File: src/rtl/gemm_pkg.sv
// Shared GEMM controller definitions: datapath widths, interface encodings and
// controller state types.
package gemm_pkg;

  localparam int ADDR_W = 32;
  localparam int SIZE_W = 5;

  localparam logic RDWR_WRITE = 1'b1;

  typedef enum logic {
    IDLE  = 1'b0,
    WRITE = 1'b1
  } store_state_t;

endpackage : gemm_pkg

File: src/rtl/gemm_store_controller.sv
// Store-phase sequencer: streams C tile rows from the accumulator array out
// through the shared memory interface, reading each row one cycle ahead.
module gemm_store_controller
  import gemm_pkg::*;
#(
  parameter int ADDR_W = gemm_pkg::ADDR_W,
  parameter int SIZE_W = gemm_pkg::SIZE_W
) (
  input  logic              clk,
  input  logic              rst,
  input  logic              can_store,
  input  logic [ADDR_W-1:0] tile_C_addr,
  input  logic [ADDR_W-1:0] tile_C_stride,
  input  logic [SIZE_W-1:0] msize,
  input  logic [SIZE_W-1:0] nsize,
  input  logic              mem_ready,
  output logic              gen_addr_store,
  output logic [ADDR_W-1:0] next_row_addr_store,
  output logic              interface_en_store,
  output logic [SIZE_W-1:0] interface_control_store,
  output logic              interface_rdwr_store,
  output logic              accum_rd_en,
  output logic [SIZE_W-1:0] accum_rd_row,
  output logic              done_store,
  output logic              busy
);

  store_state_t      state_q, state_d;
  logic [SIZE_W-1:0] row_cnt_q, row_cnt_d;
  logic [ADDR_W-1:0] row_addr_q, row_addr_d;
  logic [SIZE_W-1:0] msize_q, msize_d;
  logic [SIZE_W-1:0] nsize_q, nsize_d;
  logic [ADDR_W-1:0] stride_q, stride_d;

  logic              last_row;
  logic [ADDR_W-1:0] step_addr;

  assign last_row  = (row_cnt_q == msize_q - SIZE_W'(1));
  assign step_addr = row_addr_q + stride_q;

  // NOTE: every output and next-state value gets a default first so no path
  // leaves a variable unassigned, which would infer a latch.
  always_comb begin
    state_d                 = state_q;
    row_cnt_d               = row_cnt_q;
    row_addr_d              = row_addr_q;
    msize_d                 = msize_q;
    nsize_d                 = nsize_q;
    stride_d                = stride_q;
    gen_addr_store          = 1'b0;
    next_row_addr_store     = '0;
    interface_en_store      = 1'b0;
    interface_control_store = '0;
    interface_rdwr_store    = 1'b0;
    accum_rd_en             = 1'b0;
    accum_rd_row            = '0;
    done_store              = 1'b0;
    busy                    = (state_q == WRITE);

    unique case (state_q)
      IDLE: begin
        if (can_store) begin
          if (msize != '0) begin
            // Issued combinationally so the upstream controller can forward
            // them during its final compute cycle.
            gen_addr_store      = 1'b1;
            next_row_addr_store = tile_C_addr;
            accum_rd_en         = 1'b1;
            accum_rd_row        = '0;
            row_addr_d          = tile_C_addr;
            row_cnt_d           = '0;
            msize_d             = msize;
            nsize_d             = nsize;
            stride_d            = tile_C_stride;
            state_d             = WRITE;
          end else begin
            done_store = 1'b1;
          end
        end
      end

      WRITE: begin
        if (!can_store) begin
          row_cnt_d = '0;
          state_d   = IDLE;
        end else if (mem_ready) begin
          interface_en_store      = 1'b1;
          interface_rdwr_store    = RDWR_WRITE;
          interface_control_store = nsize_q;
          if (last_row) begin
            done_store = 1'b1;
            row_cnt_d  = '0;
            state_d    = IDLE;
          end else begin
            gen_addr_store      = 1'b1;
            next_row_addr_store = step_addr;
            accum_rd_en         = 1'b1;
            accum_rd_row        = row_cnt_q + SIZE_W'(1);
            row_addr_d          = step_addr;
            row_cnt_d           = row_cnt_q + SIZE_W'(1);
          end
        end
      end

      default: state_d = IDLE;
    endcase

    // Reset silences the combinational start path immediately, not at the next edge.
    if (rst) begin
      gen_addr_store          = 1'b0;
      next_row_addr_store     = '0;
      interface_en_store      = 1'b0;
      interface_control_store = '0;
      interface_rdwr_store    = 1'b0;
      accum_rd_en             = 1'b0;
      accum_rd_row            = '0;
      done_store              = 1'b0;
      busy                    = 1'b0;
    end
  end

  // NOTE: sequential state uses non-blocking assignments so every register
  // samples the pre-edge values, independent of statement order.
  always_ff @(posedge clk or posedge rst) begin
    if (rst) begin
      state_q    <= IDLE;
      row_cnt_q  <= '0;
      row_addr_q <= '0;
      msize_q    <= '0;
      nsize_q    <= '0;
      stride_q   <= '0;
    end else begin
      state_q    <= state_d;
      row_cnt_q  <= row_cnt_d;
      row_addr_q <= row_addr_d;
      msize_q    <= msize_d;
      nsize_q    <= nsize_d;
      stride_q   <= stride_d;
    end
  end

endmodule : gemm_store_controller

File: config.mk
export PLATFORM = sky130hd
export DESIGN_NAME = gemm_store_controller
export DESIGN_NICKNAME = d
export VERILOG_FILES = /design/src/rtl/gemm_pkg.sv /design/src/rtl/gemm_store_controller.sv
export SDC_FILE = /design/constraint.sdc
export NUM_CORES = 1
export LEC_CHECK = 0
export ABC_AREA = 1
export ABC_CLOCK_PERIOD_IN_PS = 8170
export CAP_MARGIN = 25
export CORE_MARGIN = 8
export CORE_UTILIZATION = 30
export CTS_CLUSTER_SIZE = 25
export DETAILED_ROUTE_END_ITERATION = 16
export HOLD_SLACK_MARGIN = 0.02
export PLACE_DENSITY_LB_ADDON = 0.12
export SETUP_SLACK_MARGIN = 0.1
export SLEW_MARGIN = 20
export SYNTH_ARGS = -nofsm -noshare
export SYNTH_HDL_FRONTEND = slang
export SYNTH_SLANG_ARGS = --single-unit
File: constraint.sdc
create_clock -name clk -period 8.17 [get_ports clk]
set_input_delay 0.817 -clock clk [delete_from_list [all_inputs] [get_ports clk]]
set_output_delay 0.817 -clock clk [all_outputs]
set_load 0.02 [all_outputs]
==> impl_metrics.csv, run 1 <==
group,metric,value,unit
cts,cts_buffers,9,
place,port_buffers,125,
detailed_routing,drtAntennaViolNets,0,
floorplanning,initial_core_util,30.4,%
detailed_routing,drc_errors,0,
logic_synthesis,syn_inst,1024,
worst_setup_path,critPathArrivalTime,3540,ps
cts,post-cts-setup-buffers,0,
logic_synthesis,synth_edf_count,0,
place,place_congestion,0.872,
finish,final_common_cell,"nand2_1",
job,maxCapViolCount,0,
detailed_routing,routed-via-count,6265,
timing,post-route-period-util,53.3,%
logic_synthesis,synth_cell_types,38,
timing,tns,0,ps
finish,fin_area,0.00806,sq mm
power,vdd_ir_drop_max,0.000101,V
finish,layout-drive-gt1-share,4.30,%
power,p_total,1.84,mW
global_route,antenna_found_initial,0,
worst_setup_path,crit_path_top_delay_cell,"clkdlybuf4s50_1",
timing,slew_headroom,36.7,%
timing,post-route-min-period,4360,ps
logic_synthesis,synth-seq-cells,80,
cts,htree_levels,3,
floorplanning,die_w,162,um
timing,max_slew.worst_pin.slew,950,ps
logic_synthesis,ys_seq_area_share,31.5,%
detailed_routing,wl,20200,um
timing,setup_viol,0,
detailed_routing,drtPass1Iterations,4,
finish,final_cell_mix,"454 x nand2_1, 144 x inv_1, 124 x clkdlybuf4s50_1",
place,place_area,0.00778,sq mm
finish,fin_util,38.6,%
global_route,grt.total_usage,15.6,%
floorplanning,num_rows,53,
finish,nets,1247,
power,p_per_area,228,mW/mm^2
logic_synthesis,synth.yosys.warnings,0,
worst_setup_path,cp_max_fo,42,
finish,syn_to_final_growth,26.9,%
timing,grt_setup_unrepaired,"no",
hold_path,worstHoldPathType,"register to register",
finish,antenna_cells,0,
logic_synthesis,ys.flop_type,"dfrtp_1",
cts,cts_resized,0,
detailed_routing,wl_per_cell,14.3,um
timing,hold_viol,0,
detailed_routing,drt-initial-drc-count,276,
logic_synthesis,avgSynthCellArea,6.20,sq um
worst_setup_path,setup.worst_path.class,"register to output port",
cts,clk_pin_slew,60,ps
global_route,grt_pass1_vias,6374,
cts,cts_tree,"built",
timing,fmax,230,MHz
floorplanning,core_area,0.0209,sq mm
timing,skew,7.09,ps
worst_setup_path,crit_chain,"buf_8, inv_1, nand2_2, buf_4, inv_2, buf_4, nand2_1, a21oi_1, nand2_1, inv_1, clkdlybuf4s50_1",
place,hpwlAfterDp,15700,um
global_route,grt_max_degree,48,
logic_synthesis,yosysTopAreaCell,"dfrtp_1",
cts,cts.sinks,80,
cts,clockRootBuffer,"clkbuf_16",
worst_setup_path,startpoint_type,"register",
logic_synthesis,syn_area,0.00635,sq mm
global_route,grt_pass1_wl,32900,um
floorplanning,fp.dieH,162,um
worst_setup_path,cp-end-kind,"output port",
timing,holdWs,484,ps
floorplanning,io_pins,126,
floorplanning,dieArea,0.0261,sq mm
cts,hold_buffers,0,
logic_synthesis,synth_area_leaders,"dfrtp_1 32%, nand2_1 27%, inv_1 8.6%",
logic_synthesis,syn-num-nets,1136,
timing,finalMaxSlewViolations,0,
worst_setup_path,cp.required,7350,ps
cts,cts.path.max_buffers,2,
logic_synthesis,synth_top_cell_area_share,31.5,%
cts,clk_latency,340,ps
status,status,"finished, final reports clean",
worst_setup_path,worst_path_largest_cell_delay,590,ps
detailed_routing,viasPerCell,4.43,
power,leakage,4.41,nW
global_route,grt-ovfl-total,0,
logic_synthesis,async_flop_share,100,%
==> cell type report <==
class,instances,area (sq um)
clock buffers,11,233
clock inverters,5,33.8
repair buffers,130,1290
multi-input cells,766,3600
well taps,275,344
flip-flops and latches,80,2000
fillers,2356,12800
inverters,148,564
==> registers in the layout, summed over array words and instances, names as in the netlist <==
register,flops
row_addr_q,32
stride_q,32
msize_q,5
nsize_q,5
row_cnt_q,5
state_q,1
==> critical path: cells and delay by family (launching register included) <==
kind	cells	cell delay, ps
simple gates	3	320
compound gates	1	170
buf+inv	7	2180
flops	1	490
==> stage by stage <==
| step | setup WS, ps | std cells |
|---|---|---|
| 2_1_floorplan | 4880 | 1024 |
| 3_3_place_gp | 3740 | 1398 |
| 3_5_place_dp | 3660 | 1398 |
| 4_1_cts | 3260 | 1414 |
| 5_1_grt | 3480 | 1415 |
| 6_report | 3810 | 1415 |
==> where the power goes <==
group | internal, mW | switching (mW) | leakage (nW)
sequential | 0.478 | 0.0587 | 0.995
clock | 0.206 | 0.170 | 0.126
combinational | 0.344 | 0.584 | 3.29
==> cells in the mapped netlist, types with 5 or more instances <==
library cell / instances
xor2_1: 5
xnor2_1: 9
clkbuf_1: 9
a21oi_1: 35
nor2_1: 78
nor3_1: 7
ha_1: 33
nor3_2: 6
o21ai_0: 32
nand3_1: 68
nand2_2: 10
nand2_1: 454
buf_2: 7
inv_1: 145
dfrtp_1: 80
==> path summary, 6_finish.rpt <==
kind	endpoint	start	slack [ps]	cells after the start
worst max-delay path	next_row_addr_store[28]	state_q$_DFF_PP0_	3810	11
worst min-delay path	stride_q[8]$_DFFE_PP0P_	stride_q[8]$_DFFE_PP0P_	480	2
worst max register to register	row_addr_q[26]$_DFFE_PP0P_	state_q$_DFF_PP0_	5630	10
worst min register to register	stride_q[8]$_DFFE_PP0P_	stride_q[8]$_DFFE_PP0P_	480	2
max in group asynchronous	row_addr_q[3]$_DFFE_PP0P_	rst	6120	3
min in group asynchronous	row_addr_q[22]$_DFFE_PP0P_	rst	1000	2
==> logic make-up after synthesis <==
kind of cell    share of synthesized area (%)
simple gates                             41.4
buf+inv                                  11.9
flops                                    31.5
compound gates                           6.15
fa+ha+maj                                6.82
xor+xnor                                 1.93
mux                                     0.315
==> metal layers <==
| layer | GRT usage (%) | routed length, um | vias up |
|---|---|---|---|
| li1 | - | - | 3344 |
| met5 | 0 | 0 | - |
| met1 | 20.3 | 9890 | 2822 |
| met4 | 3.16 | 170 | 0 |
| met2 | 26.4 | 9390 | 89 |
| met3 | 3.11 | 741 | 10 |
No activity file was read; power rests on OpenSTA's default activity.
==> run 2, diff against run 1 <==
--- a/config.mk
+++ b/config.mk
@@ -6,7 +6,7 @@
 export NUM_CORES = 1
 export LEC_CHECK = 0
 export ABC_AREA = 1
-export ABC_CLOCK_PERIOD_IN_PS = 8170
+export ABC_CLOCK_PERIOD_IN_PS = 4100
 export CAP_MARGIN = 25
 export CORE_MARGIN = 8
 export CORE_UTILIZATION = 30
==> constraint.sdc (replaced) <==
create_clock -name clk -period 4.1 [get_ports clk]
set_input_delay 0.41 -clock clk [delete_from_list [all_inputs] [get_ports clk]]
set_output_delay 0.41 -clock clk [all_outputs]
set_load 0.02 [all_outputs]
==> run 2 against run 1 <==
Net effect: critical path depth up 3; first-iteration DRC count up 12%; register-to-register slack worse by 3900 ps; sequential share of layout area fell by 0.20 points; total power increased by 100%; clock power rose by 120%; core utilization rose by 0.32 points; die area stayed put; critical path type unchanged.
==> impl_metrics.csv, run 2 (synthesized netlist as in run 1, its figures left out) <==
group,metric,value,unit
floorplanning,io_pins,126,
place,place_congestion,0.851,
cts,hold_buffers,0,
detailed_routing,viasPerCell,4.44,
global_route,grt_max_degree,81,
timing,setup_viol,0,
floorplanning,core_area,0.0209,sq mm
power,p_per_area,462,mW/mm^2
worst_setup_path,critPathTopFamily,"simple AND/OR/NAND/NOR gates",
detailed_routing,drtPass1Iterations,4,
finish,final_cells,1418,
timing,max_slew.worst_pin.slew,921,ps
worst_setup_path,cp.required,3690,ps
power,vdd_ir_drop_max,0.000182,V
timing,finalMaxSlewViolations,0,
global_route,grt_pass1_wl,33200,um
cts,clockRootBuffer,"clkbuf_16",
worst_setup_path,cpMostUsedCell,"nand2_1",
worst_setup_path,crit_path_top_delay_cell,"clkdlybuf4s50_1",
finish,final_common_cell,"nand2_1",
timing,post-route-period-util,89.6,%
worst_setup_path,worst_path_largest_cell_delay,620,ps
finish,layout-drive-gt1-share,4.81,%
cts,clk_latency,350,ps
floorplanning,dieArea,0.0261,sq mm
finish,syn_to_final_growth,28.0,%
cts,cts_buffers,9,
detailed_routing,drt-initial-drc-count,309,
timing,grt_setup_unrepaired,"no",
worst_setup_path,cp_max_fo,5,
worst_setup_path,setup.worst_path.class,"register to output port",
detailed_routing,routed-via-count,6291,
cts,cts.sinks,80,
timing,tns,0,ps
place,port_buffers,125,
floorplanning,num_rows,53,
cts,clk_pin_slew,70,ps
cts,htree_levels,3,
detailed_routing,wl,20000,um
finish,regArea,0.00200,sq mm
finish,largestRegisters,"row_addr_q x32, stride_q x32",
finish,multi_input_area,0.00360,sq mm
status,status,"finished, final reports clean",
cts,cts.path.max_buffers,2,
timing,slew_headroom,38.6,%
worst_setup_path,cp-end-kind,"output port",
global_route,grt-ovfl-total,0,
global_route,grt.total_usage,15.9,%
floorplanning,die_w,162,um
global_route,antenna_found_initial,0,
global_route,grt_pass1_vias,6389,
timing,skew,6.35,ps
detailed_routing,drtAntennaViolNets,0,
floorplanning,fp.dieH,162,um
detailed_routing,drc_errors,0,
place,hpwlAfterDp,15400,um
worst_setup_path,crit_chain,"ha_1, fa_1, nand3_1, nand3_1, nand2_1, nand2_1, nand2_1, nand2_1, nand2_1, inv_1, o21ai_0, nand2_1, nor2_1, clkdlybuf4s50_1",
place,post-place-ws,672,ps
finish,antenna_cells,0,
detailed_routing,wl_per_cell,14.1,um
timing,fmax,272,MHz
power,leakage,4.43,nW
floorplanning,initial_core_util,30.4,%
worst_setup_path,cp.buffers_inverters,2,
timing,post-route-min-period,3670,ps
finish,fillCellCount,2326,
finish,nets,1250,
finish,final_cell_mix,"454 x nand2_1, 143 x inv_1, 124 x clkdlybuf4s50_1",
cts,cts_tree,"built",
job,maxCapViolCount,0,
place,dp.cells,1402,
worst_setup_path,startpoint_type,"register",
worst_setup_path,critPathArrivalTime,3260,ps
timing,hold_viol,0,
timing,final.setup.worst_slack,425,ps
hold_path,worstHoldPathType,"register to register",
run 2: path summary, 6_finish.rpt:
| check | start | endpoint | slack, ps | cells after the start |
|---|---|---|---|---|
| setup / recovery | row_addr_q[0]$_DFFE_PP0P_ | next_row_addr_store[12] | 430 | 14 |
| max in group asynchronous | rst | nsize_q[0]$_DFFE_PP0P_ | 3160 | 3 |
| setup reg to reg | row_addr_q[0]$_DFFE_PP0P_ | row_addr_q[8]$_DFFE_PP0P_ | 1690 | 11 |
| hold reg to reg | row_addr_q[5]$_DFFE_PP0P_ | row_addr_q[5]$_DFFE_PP0P_ | 480 | 2 |
| hold / removal | row_addr_q[5]$_DFFE_PP0P_ | row_addr_q[5]$_DFFE_PP0P_ | 480 | 2 |
| min in group asynchronous | rst | stride_q[14]$_DFFE_PP0P_ | 580 | 3 |
run 2: worst min-delay path, stage by stage, from the launching register on:
cell,delay (ps)
dfrtp_1,350
nand2_1,60
nand2_1,50
run 2: layer usage:
metal	vias to the layer above	global-route usage [%]	wire length [um]	part of all wire (%)
met5	-	0	0	0
met4	0	4.46	240	1.2
met3	17	2.90	850	4.2
met2	103	25.8	8960	45
met1	2813	21.2	9950	50
li1	3358	-	-	-
run 2: stage by stage:
stage	instance area, sq um	hold WS (ps)	utilization, %	power [mW]
CTS	8130	488	38.9	3.81
finish	8130	482	38.9	3.75
global placement	7830	467	37.5	2.94
floorplan	6350	448	-	2.39
detailed placement	7830	467	37.5	2.94
global route	8130	506	38.9	4.13
run 2: repair_timing:
action,in CTS,in global routing
endpoints found under the setup margin,0,4
gates resized for setup,0,1
hold endpoints to repair,0,0
buffers inserted,0,0
run 2: layout make-up:
class | instances | share of cell area (%)
well taps | 275 | 4.23
inverters | 148 | 6.99
clock inverters | 7 | 0.939
repair buffers | 133 | 16.2
clock buffers | 9 | 2.77
multi-input cells | 766 | 44.2
flip-flops and latches | 80 | 24.6
run 2: power breakdown:
part           internal [mW]  total (mW)  leakage, nW  switching [mW]
Sequential             0.953        1.06        0.995           0.110
Clock                  0.477       0.839        0.143           0.362
Combinational          0.688        1.85         3.29            1.16
Total                   2.12        3.75         4.43            1.64
